`src/rtl/fa_pkg.sv`:
```
// Shared constants for the structural full adder slice.
`timescale 1ns / 1ps

package fa_pkg;

    // Propagation delay in ns applied to every gate primitive by default.
    localparam int unsigned GATE_DELAY_DEFAULT = 50;

    // Settling bounds of the combinational outputs relative to the last input change.
    localparam int unsigned SUM_SETTLE_GATES   = 2;
    localparam int unsigned CARRY_SETTLE_GATES = 3;

endpackage : fa_pkg

```
`src/rtl/structural_full_adder_half_adder.sv`:
```
// Gate-level half adder: s = x ^ y, c = x & y, one primitive level each.
`timescale 1ns / 1ps

module half_adder
    import fa_pkg::*;
#(
    parameter int unsigned GATE_DELAY = GATE_DELAY_DEFAULT
) (
    output wire  s,
    output wire  c,
    input  logic x,
    input  logic y
);

    // Sum and carry primitives; X/Z on x or y propagates per primitive semantics.
    xor #(GATE_DELAY) u_xor (s, x, y);
    and #(GATE_DELAY) u_and (c, x, y);

endmodule : half_adder

```
`src/rtl/structural_full_adder.sv`:
```
// Full adder built from two half adders and an or gate, plus an optional
// enabled capture register with synchronous reset.
`timescale 1ns / 1ps

module structural_full_adder
    import fa_pkg::*;
#(
    parameter int unsigned GATE_DELAY = GATE_DELAY_DEFAULT
) (
    output wire  sum,
    output wire  carryout,
    input  logic a,
    input  logic b,
    input  logic carryin,
    input  logic clk,
    input  logic reset,
    input  logic en,
    output logic sum_q,
    output logic carryout_q,
    output logic valid_q
);

    wire ab_sum;
    wire ab_carry;
    wire cin_carry;

    // First stage adds the two addends.
    half_adder #(
        .GATE_DELAY(GATE_DELAY)
    ) u_ha_ab (
        .s(ab_sum),
        .c(ab_carry),
        .x(a),
        .y(b)
    );

    // Second stage folds in the carry-in; its sum is the final sum.
    half_adder #(
        .GATE_DELAY(GATE_DELAY)
    ) u_ha_cin (
        .s(sum),
        .c(cin_carry),
        .x(ab_sum),
        .y(carryin)
    );

    // Either stage producing a carry yields the carry-out.
    or #(GATE_DELAY) u_or_carry (carryout, ab_carry, cin_carry);

    // Capture register: reset wins over enable, enable low holds the result.
    always_ff @(posedge clk) begin
        if (reset) begin
            sum_q      <= 1'b0;
            carryout_q <= 1'b0;
            valid_q    <= 1'b0;
        end else if (en) begin
            sum_q      <= sum;
            carryout_q <= carryout;
            valid_q    <= 1'b1;
        end
    end

endmodule : structural_full_adder

```
`config.mk`:
```
export PLATFORM = sky130hd
export DESIGN_NAME = structural_full_adder
export DESIGN_NICKNAME = d
export VERILOG_FILES = /design/src/rtl/fa_pkg.sv /design/src/rtl/structural_full_adder_half_adder.sv /design/src/rtl/structural_full_adder.sv
export SDC_FILE = /design/constraint.sdc
export NUM_CORES = 1
export LEC_CHECK = 0
export BUFFER_PORTS_ARGS = -buffer_cell sky130_fd_sc_hd__buf_4
export CAP_MARGIN = 10
export CORE_AREA = 2 2 39 41
export CTS_CLUSTER_SIZE = 10
export DETAILED_ROUTE_END_ITERATION = 6
export DIE_AREA = 0 0 41 43
export GPL_TIMING_DRIVEN = 0
export SYNTH_ARGS = -nofsm -noshare
export SYNTH_HDL_FRONTEND = slang
export SYNTH_SLANG_ARGS = --single-unit
export TNS_END_PERCENT = 50
```
`constraint.sdc`:
```
create_clock -name clk -period 0.97 [get_ports clk]
set_input_delay 0.0485 -clock clk [delete_from_list [all_inputs] [get_ports clk]]
set_output_delay 0.0485 -clock clk [all_outputs]
set_load 0.1 [all_outputs]
```
==> results.md <==
- I/O pins: 11
- Yosys warns: 0
- RSZ-0062 raised after global routing: yes
- Layout area overhead: 132%
- Initial antenna violation count: 0
- WL final: between 300 and 400 µm
- Mapped Area: 115 µm²
- Critical path type: input pin to primary output
- Place WS: -99.1 ps
- Cell count after synthesis: 10
- Worst-Skew Late Latency: 230 ps
- Routability cong.: 0.441
- Syn_area_per_cell: 11.5 µm²
- CP Max Fanout: 2
- Vias in the first global route: 143
- Area taken by multi-input logic gates: 57.6 µm²
- Core area: 1380 µm²
- Layout cells sized above 1: 0.600
- Drt pass-1 iters: 2
- DR vias: 126
- Syn_nets: 17
- Fillers: 148
- Initial Util: 0.0832
- Ant. Diodes: 0
- Detail Route Antenna Nets: 0
- Reg area: between 60 and 70 µm²
- Period utilization: 0.998
- Die X: 41 µm
- Final hold violations: 0
- Pins Over Slew Limit: 0
- Seq/Total Area, Yosys: 0.522
- Largest net degree at the start of global routing: 4
- Layout Utilization: 0.193
- Initial drt markers: 2
- Drt via density: 3.07
- Clock skew: 0 ps
- CTS Sinks: 3
- Buffers on Ports: 10
- Root Buffer Master: clkbuf_4
- Endpoints failing setup: 0
- Max Cap Violations: 0
- Max_slew headroom: 0.815
- CP required: 920 ps
- H-tree levels: 1
- Data arrival time of the worst path: 920 ps
- Total CTS buffers: 3
- VDD IR max: 0.000270 V
- Outcome: completed
- Worst-path clk slew: 40 ps
- # DRC: 0
- Gr usage total: 0.0401
- First-pass GRT wire length: slightly above 400 µm
- Max Fclk: 1030 MHz
- Die Span Y: between 40 and 50 µm
- Gr ovfl total: 0
- Power per cell area: 2270 nW/µm²
- PnR Total Power: 0.605 mW
- Avg WL per Cell: ~8.0 µm
- Post-synthesis cell type count: 4
- Tightest Pin Transition: between 200 and 300 ps
- Longest Clk Path Bufs: 2
- Seq cells post-synth: 3
- Startpoint types: input pin
- Final setup margin: about 1.9 ps
- CTS tree: done
- Final Critical Period: between 900 and 1000 ps
- Cell Rows: 14
- Nets: 33
- Die Area: 1760 µm²
- LEAKAGE: 0.125 nW
- CP Capture Type: primary output
- HP Class: input pin to flip-flop
cell type report:
cell class,instances,area share
timing repair buffer,11,0.380
sequential,3,0.230
clock buffer,4,0.0986
tap,16,0.0751
multi-input combinational,7,0.216
layer usage:
metal  routed length (µm)  vias up  GRT usage
li1                     -       62          -
met1                  106       56     0.0256
met2                  180        8     0.0625
met3                   41        0          0
met4                    0        0     0.0800
met5                    0        -          0
worst paths after layout:
check / start / to / slack, ps / cells after the start
setup / recovery: carryin / sum / 2 / 3
hold / removal: en / valid_q / 70 / 3
setup reg to reg: carryout_q / carryout_q / 390 / 2
hold reg to reg: valid_q / valid_q / 460 / 2
report_power, final:
| group | leakage, nW | total [mW] | switching [mW] | internal (mW) |
|---|---|---|---|---|
| sequential | 0.0253 | 0.139 | 0.00452 | 0.134 |
| clock | 0.0150 | 0.221 | 0.0665 | 0.154 |
| combinational | 0.0851 | 0.245 | 0.172 | 0.0728 |
| total | 0.125 | 0.605 | 0.243 | 0.361 |
synthesized netlist by cell type, drive strengths merged:
master / number / area (µm²)
nor2: 4 / 15.0
fa: 1 / 20.0
dfxtp: 3 / 60.1
mux2i: 2 / 20.0
critical path, stage by stage:
cell and delay [ps]:
buf_6 90, fa_2 600, buf_12 180
sequential cells by signal (all words and copies together), names as in the netlist:
| signal | count |
|---|---|
| valid_q | 1 |
| carryout_q | 1 |
| sum_q | 1 |
cell usage in the layout (no fill, tap or decap):
cell and n:
nor2_1 4, dfxtp_1 2, buf_6 1, dfxtp_2 1, clkbuf_1 1, fa_2 1, buf_4 8, buf_12 1
dlygate4sd3_1 1, mux2i_1 2, clkbuf_4 3
kinds of logic after synthesis:
group                      count (synthesis)  synth area share
DFF                                        3             0.522
and+or+nand+nor                            4             0.130
muxes                                      2             0.174
adders and majority gates                  1             0.174
through the flow:
stage / hold slack, ps / TNS (ps) / cells / cell area (µm²)
after floorplan: 113 / -644 / 10 / 119
after global placement: 229 / -103 / 36 / 214
after detailed placement: 231 / -99.1 / 36 / 214
after CTS: 62.4 / 0 / 41 / 267
after global routing: 77.0 / -16.9 / 41 / 267
final: 68.6 / 0 / 41 / 267
repair_timing:
item                                    in CTS  in global routing
gates resized for setup                      4                  0
hold buffers                                 1                  0
setup buffers                                0                  0
pin swaps                                    1                  0
hold endpoints to repair                     3                  0
endpoints found under the setup margin       1                  1
(Power assumes the default switching activity.)
